$ cat config.mk
export PLATFORM = sky130hd
export DESIGN_NAME = priority_encoder_8to3
export DESIGN_NICKNAME = d
export VERILOG_FILES = /design/src/rtl/enc_pkg.sv /design/src/rtl/msb_find8.sv /design/src/rtl/priority_encoder_8to3.sv
export SDC_FILE = /design/constraint.sdc
export NUM_CORES = 1
export LEC_CHECK = 0
export ABC_CLOCK_PERIOD_IN_PS = 1950
export BUFFER_PORTS_ARGS = -buffer_cell sky130_fd_sc_hd__buf_4
export CAP_MARGIN = 0
export CORE_AREA = 4 4 41 43
export DETAILED_ROUTE_END_ITERATION = 6
export DIE_AREA = 0 0 45 47
export GPL_TIMING_DRIVEN = 0
export HOLD_SLACK_MARGIN = 0.08
export PLACE_DENSITY = 0.7
export SKIP_LAST_GASP = 1
export SYNTH_ARGS = -nofsm -noshare
export SYNTH_HDL_FRONTEND = slang
export SYNTH_SLANG_ARGS = --single-unit
$ cat constraint.sdc
create_clock -name clk -period 1.95 [get_ports clk]
set_input_delay 0.39 -clock clk [delete_from_list [all_inputs] [get_ports clk]]
set_output_delay 0.39 -clock clk [all_outputs]
set_load 0.01 [all_outputs]
$ cat src/rtl/enc_pkg.sv
// Shared sizing and FSM state encoding for the 8-to-3 priority encoder.
// One pending request vector is drained one code per accepted handshake.
package enc_pkg;
  localparam int N_IN   = 8;
  localparam int CODE_W = 3;

  typedef enum logic {
    IDLE = 1'b0,
    BUSY = 1'b1
  } state_t;
endpackage

$ cat src/rtl/msb_find8.sv
// Combinational MSB locator: index of highest set bit and a one-hot flag.
// Zero latency; no flow control.
module msb_find8 (
  input  logic [7:0] vec,
  output logic [2:0] idx,
  output logic       single
);
  always_comb begin
    idx = 3'd0;
    // Ascending scan so the highest set bit wins.
    for (int i = 0; i < 8; i++) begin
      if (vec[i]) idx = 3'(i);
    end
  end

  assign single = (vec != 8'd0) && ((vec & (vec - 8'd1)) == 8'd0);
endmodule

$ cat src/rtl/priority_encoder_8to3.sv
// Accepts a request vector and emits its set-bit indices MSB first, one per handshake.
// First code the cycle after accept; in_ready low while codes are pending, codes hold under out_ready=0.
module priority_encoder_8to3 #(
  parameter int N_IN   = enc_pkg::N_IN,
  parameter int CODE_W = enc_pkg::CODE_W
) (
  input  logic              clk,
  input  logic              rst,
  input  logic              in_valid,
  output logic              in_ready,
  input  logic [N_IN-1:0]   in_vec,
  output logic              out_valid,
  input  logic              out_ready,
  output logic [CODE_W-1:0] out_code,
  output logic              out_last,
  output logic              zero_drop
);
  import enc_pkg::*;

  state_t            state_q, state_d;
  logic [N_IN-1:0]   pend_q, pend_d;
  logic              zd_q, zd_d;
  logic [CODE_W-1:0] code;
  logic              single;

  // Code and last flag come only from the pending register.
  msb_find8 u_msb (
    .vec    (pend_q),
    .idx    (code),
    .single (single)
  );

  always_comb begin
    state_d = state_q;
    pend_d  = pend_q;
    zd_d    = 1'b0;
    case (state_q)
      IDLE: begin
        if (in_valid) begin
          if (|in_vec) begin
            pend_d  = in_vec;
            state_d = BUSY;
          end else begin
            zd_d = 1'b1;
          end
        end
      end
      BUSY: begin
        if (out_ready) begin
          pend_d = pend_q & ~(N_IN'(1) << code);
          if (single) state_d = IDLE;
        end
      end
      default: state_d = IDLE;
    endcase
  end

  always_ff @(posedge clk) begin
    if (rst) begin
      state_q <= IDLE;
      pend_q  <= '0;
      zd_q    <= 1'b0;
    end else begin
      state_q <= state_d;
      pend_q  <= pend_d;
      zd_q    <= zd_d;
    end
  end

  // Reset masks the handshake outputs immediately, not just after the edge.
  assign in_ready  = (state_q == IDLE) && !rst;
  assign out_valid = (state_q == BUSY) && !rst;
  assign zero_drop = zd_q && !rst;
  assign out_code  = code;
  assign out_last  = single;
endmodule
# Yosys cells after proc, flatten, opt, wreduce, memory -nomap -nowiden
# Cells that the tools add are included.
# word_totals
register_bits,10
in_bits,12
out_inout_bits,7
word_cells,40
# classes
addsub,1
eq_ne,3
shift,1
n_mux,17
n_bitwise,5
n_reduce_logical,10
# ops
operator,n
8-bit two-way mux,3
8-bit bitwise AND,2
8-bit case mux with 2 select lines,1
3-bit two-way mux,4
8-bit logical NOT,1
8-bit NOT,1
8-bit nonzero test,1
8-bit OR reduction,1
"1-bit by 3-bit << shifter with 8-bit output, first input constant",1
"8-bit by 1-bit subtractor with 8-bit output, second input constant",1
1-bit two-way mux,6
"2-bit != test, second input constant",3
1-bit logical AND,4
2-bit two-way mux,2
3-bit AND reduction,1
3-bit OR reduction,1
1-bit NOT,2
1-bit case mux with 2 select lines,1
1-bit logical NOT,1

# Longest topological paths before layout
# Gate-level depths: netlist of run 1.
# depth
word_depth,12
depth_mapped,6
depth_no_buf,5

# Cells and area by module
# A second synthesis of run 1 with hierarchy kept.
# hier_totals
cells_unflattened,91
area_unflattened_um2,705.7
# modules_own_cells
mod,n_inst,cells_per_inst,area_each_um2,seq_area_each_um2
priority_encoder_8to3,1,68,549.3,200.2
msb_find8,1,23,156.4,0.0

# Least setup slack after synthesis of run 1
# No wires, ideal clock.
# synth_timing
path_type,reg-to-output
from,register pend_q[2]
to,output port out_last
arrival_time_ns,1.253
required_time_ns,1.560
setup_slack_ns,0.307
path_stages_with_launch,6
n_path_buf,1
cell_sequence,dfxtp_1 -> clkbuf_1 -> or4_4 -> and3_1 -> o21ai_1 -> o21ai_1
# synth_via
elab_chain_cells,4
elab_cells_between_ends,5
cone_classes,1 x add/sub; 1 x bitwise; 3 x reduce/logical
# synth_rtl
item,line,source
start: declaration,priority_encoder_8to3.sv:21,"logic [N_IN-1:0] pend_q, pend_d;"
start signal: assignment,priority_encoder_8to3.sv:65,pend_q <= pend_d;
8-bit by 1-bit subtractor with 8-bit output,msb_find8.sv:16,assign single = (vec != 8'd0) && ((vec & (vec - 8'd1)) == 8'd0);
8-bit bitwise AND,msb_find8.sv:16,
8-bit logical NOT,msb_find8.sv:16,
1-bit logical AND (*),msb_find8.sv:16,
end: declaration,priority_encoder_8to3.sv:15,"output logic out_last,"
# Every way passes the cells marked *; elsewhere a longest branch is shown, timed or not.

# Worst setup path after layout of run 1
# layout_timing
from,register pend_q[6]
to,output port out_last
# The elaborated chain is that of the path after synthesis.

==> impl_metrics.ini, run 1 <==
[timing]
hold_viol = 0
clock.fmax_mhz = 487.7
finalCritPeriodShare_pct = 105.2
worst_slack_ns = -0.1004
relSlewSlack_pct = 72.47
rsz0062_at_grt = yes
worst_slew_pin_slew_ns = 0.4130
post-route-min-period_ns = 2.050
finalSetupViolCount = 1
slew_viol_final = 0
fin_tns_setup_ns = -0.1004
skew_ns = 0.008937

[critical_path]
required_ns = 1.56
r2r_setup_slack_ns = 0.28
worst-r2r-cell-count = 6
endpoint_kind = primary output
critPathMaxFanout = 3
path_class = reg2out
arrival_ns = 1.66
cp-start-kind = register

[hold_path]
whs_path_depth = 2
holdCritPathClass = in2reg

[floorplanning]
io_pins = 19
chipHeight_um = 47
coreArea_um2 = 1301
rows = 13
die-area_um2 = 2115
fp.dieW_um = 45
start_util_pct = 44.04

[synth]
yosysMostFrequentCell = nand2_1
ys_ff_latch = 10
yosys.area.top_type = dfxtp_1
netlist_instances = 79
async_reset_ff_share_pct = 0
yosysTopAreaCellShare_pct = 34.93
synth_cell_types = 24
syn_area_um2 = 573.1
ys_seq_area_share_pct = 34.93
synth.area.top_cells = dfxtp_1 35%, a21oi_1 10%, nand2_1 9.2%
syn_nets = 91
synth_edf_count = 0
syn_avg_cell_area_um2 = 7.254
ys.flop_type = dfxtp_1
netlist_top_cells_count = 14 x nand2_1, 12 x a21oi_1, 10 x dfxtp_1
synth_warnings = 0

[global_route]
grt_pass1_vias = 551
grt_max_degree = 11
overflow = 0
grt_usage_pct = 16.64
grt_first_pass_wirelength_um = 2442
antenna_found_initial = 0

[run]
maxCapViolCount = 0

[power_and_ir_drop]
swShare_pct = 31.43
seqPwrFrac_pct = 36.6
p_per_area_nw_per_um2 = 788.3
leakage_nw = 0.3341
clockPowerShare_pct = 31.0
combPwrFrac_pct = 32.4
irDropWorstVdd_v = 0.0003855
p_sw_mw = 0.2000
internal-power_mw = 0.4362

[clock_network]
cts_buffers = 3
cts_root_buf = clkbuf_4
htree_levels = 1
clock-sinks = 10
clk_latency_ns = 0.28
cts_buffer_depth = 2
postCtsHoldBufs = 0
clkSlewWorstSetupHoldPaths_ns = 0.08
cts_tree = built

[status]
violations = negative setup slack
outcome = complete, but fails checks

[place]
dpl-instance-area_um2 = 726.9
gp_congestion = 0.7716
hpwl_um = 1098
place.port_buffers = 18

[routing]
drt-total-wl_um = 1562
first_pass_iters = 6
vias = 653
detail-route-antenna-nets = 0
routed_via_density = 5.487
drc_errors = 0
wire_per_inst_um = 13.13
drtIter0Drc = 9

[finish]
drive_gt1_share_pct = 31.73
fin_area_um2 = 807.0
num_antenna_cells = 0
area_growth_pct = 40.83
finalNetCount = 117
fillCellCount = 127
## state kept, by name, indices dropped and copies added, names as in the netlist
| name | count |
|---|---|
| pend_q | 8 |
| state_q | 1 |
| zd_q | 1 |
## critical path, stage by stage (launching register included)
cell and delay (ns):
dfxtp_4 0.35, or4_4 0.54, and3_4 0.19, o21ai_2 0.11
o21ai_2 0.07, buf_4 0.14
## final cells by class
cell class / count / area [um2] / share of cell area, %
flip-flops and latches: 10 / 205.2 / 25.43
repair buffers: 22 / 165.2 / 20.47
multi-input cells: 63 / 362.8 / 44.96
plain buffers: 4 / 15.01 / 1.860
clock buffers: 4 / 36.28 / 4.496
well taps: 15 / 18.77 / 2.326
inverters: 1 / 3.754 / 0.4651
## repair_timing
| action | in CTS | in global routing |
|---|---|---|
| setup buffers | 4 | 0 |
| gates resized for setup | 6 | 0 |
| setup endpoints to repair | 1 | 1 |
| hold endpoints to repair | 0 | 0 |
| pin swaps | 2 | 2 |
## power groups by stage
stage	clock [mW]	sequential, mW	combinational (mW)
2_1_floorplan	0	0.233	0.107
3_3_place_gp	0	0.235	0.176
3_5_place_dp	0	0.236	0.179
4_1_cts	0.197	0.232	0.206
5_1_grt	0.205	0.235	0.225
6_report	0.197	0.233	0.206
## placed cells by master, fill, tap and decap left out, drive strengths merged, types with 2 or more instances in the layout
master   n
buf     22
nand2   14
a21oi   12
dfxtp   10
clkbuf   8
nor2     6
nand3    4
o21ai    4
nor2b    3
nand2b   3
o211ai   3
nor3     2
nor4     2
## per-layer routing
metal	wire [um]	global-route usage, %	up-vias
met4	29	8.772	0
met1	715	19.50	294
met2	706	27.68	20
met5	0	0	-
li1	-	-	335
met3	109	4.598	4
## logic make-up (layout without fill, tap and decap cells)
group                    count (synthesis)  after routing  synth area share (%)
AND/OR/NAND/NOR                         37             37                 31.22
AO/OA/AOI/OAI                           24             24                 26.64
flip-flops                              10             10                 34.93
buffers and inverters                    6             31                 3.930
adder cells (fa/ha/maj)                  1              1                 1.747
XOR/XNOR                                 1              1                 1.529
## through the flow
step | hold slack, ns | cells | setup slack [ns] | utilization (%) | total power, mW
2_1_floorplan | 0.4579 | 79 | 0.3075 | - | 0.3394
3_3_place_gp | 0.5176 | 112 | 0.1181 | 55.87 | 0.4115
3_5_place_dp | 0.5206 | 112 | 0.1158 | 55.87 | 0.4149
4_1_cts | 0.2909 | 119 | -0.1095 | 62.02 | 0.6347
5_1_grt | 0.2907 | 119 | -0.1431 | 62.02 | 0.6649
6_report | 0.2879 | 119 | -0.1004 | 62.02 | 0.6362
## final timing paths
| path | start | end |
|---|---|---|
| setup reg to reg | pend_q[6]$_SDFFE_PP0P_ | state_q$_SDFF_PP0_ |
| setup / recovery | pend_q[6]$_SDFFE_PP0P_ | out_last |
| hold / removal | rst | state_q$_SDFF_PP0_ |
| hold reg to reg | pend_q[5]$_SDFFE_PP0P_ | pend_q[5]$_SDFFE_PP0P_ |
No activity file was read; power rests on OpenSTA's default activity.
==> inputs of run 2 (changes only) <==
--- a/config.mk
+++ b/config.mk
@@ -14,6 +14,7 @@
 export GPL_TIMING_DRIVEN = 0
 export HOLD_SLACK_MARGIN = 0.08
 export PLACE_DENSITY = 0.7
+export SKIP_CTS_REPAIR_TIMING = 1
 export SKIP_LAST_GASP = 1
 export SYNTH_ARGS = -nofsm -noshare
 export SYNTH_HDL_FRONTEND = slang
==> impl_metrics.ini, run 2 (same netlist as run 1, synthesis figures left out) <==
[status]
outcome = complete, but fails checks
violations = negative setup slack

[floorplanning]
coreArea_um2 = 1301
chipHeight_um = 47
die-area_um2 = 2115
start_util_pct = 44.04
fp.dieW_um = 45
rows = 13
io_pins = 19

[critical_path]
path_class = reg2out
arrival_ns = 1.66
crit_family = simple AND/OR/NAND/NOR gates
worstReg2RegStart = pend_q[6]$_SDFFE_PP0P_
critPathBufInv = 1
critPathMaxFanout = 5
path_cells = or4_4 > and3_4 > o21ai_2 > o21ai_2 > buf_4
r2r_setup_slack_ns = 0.28
cp-start-kind = register
cp-startpoint = pend_q[6]$_SDFFE_PP0P_
crit_path_max_incr_delay_ns = 0.52
slowest_stage = or4_4
cp_common_cell = o21ai_2
endpoint_kind = primary output
required_ns = 1.56

[place]
place.port_buffers = 18
dpl-instance-area_um2 = 726.9
hpwl_um = 1098
gp_congestion = 0.7716

[timing]
skew_ns = 0.005143
hold_viol = 0
fin_tns_setup_ns = -0.1033
relSlewSlack_pct = 72.60
finalSetupViolCount = 1
post-route-min-period_ns = 2.053
timing.hold.ws_ns = 0.2904
worst_slack_ns = -0.1033
rsz0062_at_grt = yes
finalCritPeriodShare_pct = 105.3
slew_viol_final = 0
worst_slew_pin_slew_ns = 0.4109
clock.fmax_mhz = 487.0

[power_and_ir_drop]
leakage_nw = 0.3341
clockPowerShare_pct = 31.3
combPwrFrac_pct = 32.0
seqPwrFrac_pct = 36.8
p_per_area_nw_per_um2 = 788.2
p_sw_mw = 0.2001
finalPower_mw = 0.6361
swShare_pct = 31.45
internal-power_mw = 0.4360
irDropWorstVdd_v = 0.0003979

[finish]
num_antenna_cells = 0
drive_gt1_share_pct = 31.73
area_growth_pct = 40.83
largest_register = pend_q
finalNetCount = 117
fin_area_um2 = 807.0
multi_input_area_um2 = 362.8
final_common_cell = buf_4
seqCellArea_um2 = 205.2
fillCellCount = 121
top_regs = pend_q: 8 flops, state_q: 1 flops, zd_q: 1 flops
final_cell_mix = 22 x buf_4, 14 x nand2_1, 12 x a21oi_1
largest_reg_flops = 8

[global_route]
grt_max_degree = 11
overflow = 0
grt_usage_pct = 15.29
grt_pass1_vias = 520
antenna_found_initial = 0
grt_first_pass_wirelength_um = 2263

[clock_network]
clk_latency_ns = 0.28
htree_levels = 1
cts_root_buf = clkbuf_4
cts_buffers = 3
clock-sinks = 10
cts_buffer_depth = 2
clkSlewWorstSetupHoldPaths_ns = 0.08
cts_tree = built

[run]
maxCapViolCount = 0

[routing]
routed_via_density = 5.471
vias = 651
drt-total-wl_um = 1488
first_pass_iters = 4
drc_errors = 0
detail-route-antenna-nets = 0
wire_per_inst_um = 12.50
drtIter0Drc = 12

[hold_path]
min_from = rst
holdCritPathClass = in2reg
-- run 2: cell counts in the layout (fill, tap and decap cells not counted) --
Identical to the previous run, type by type.
-- run 2: worst paths after layout --
path | cells past startpoint | endpoint
worst max register to register | 6 | state_q$_SDFF_PP0_
worst min register to register | 2 | pend_q[5]$_SDFFE_PP0P_
worst min-delay path | 2 | state_q$_SDFF_PP0_
worst max-delay path | 5 | out_last
-- run 2: layout make-up --
class                   count  area share, %
repair buffers             22          20.47
clock buffers               4          4.496
well taps                  15          2.326
plain buffers               4          1.860
multi-input cells          63          44.96
flip-flops and latches     10          25.43
inverters                   1         0.4651
-- run 2: layer usage --
metal,vias up,GRT usage [%],routed length (um)
met5,-,0,0
met4,0,8.772,33
met3,5,4.598,102
met2,19,24.29,642
met1,290,18.35,709
li1,337,-,-
-- run 2: power groups by stage --
stage          logic [mW]  clock network [mW]  registers [mW]
4_1_cts             0.179               0.197           0.231
6_report            0.203               0.199           0.234
3_5_place_dp        0.179                   0           0.236
5_1_grt             0.223               0.205           0.236
2_1_floorplan       0.107                   0           0.233
3_3_place_gp        0.176                   0           0.235
-- run 2: through the flow --
stage                     cells  setup WS [ns]  util, %
after floorplan              79         0.3075        -
after global placement      112         0.1181    55.87
after detailed placement    112         0.1158    55.87
after CTS                   116        -0.1939    58.65
after global routing        119        -0.1462    62.02
final                       119        -0.1033    62.02
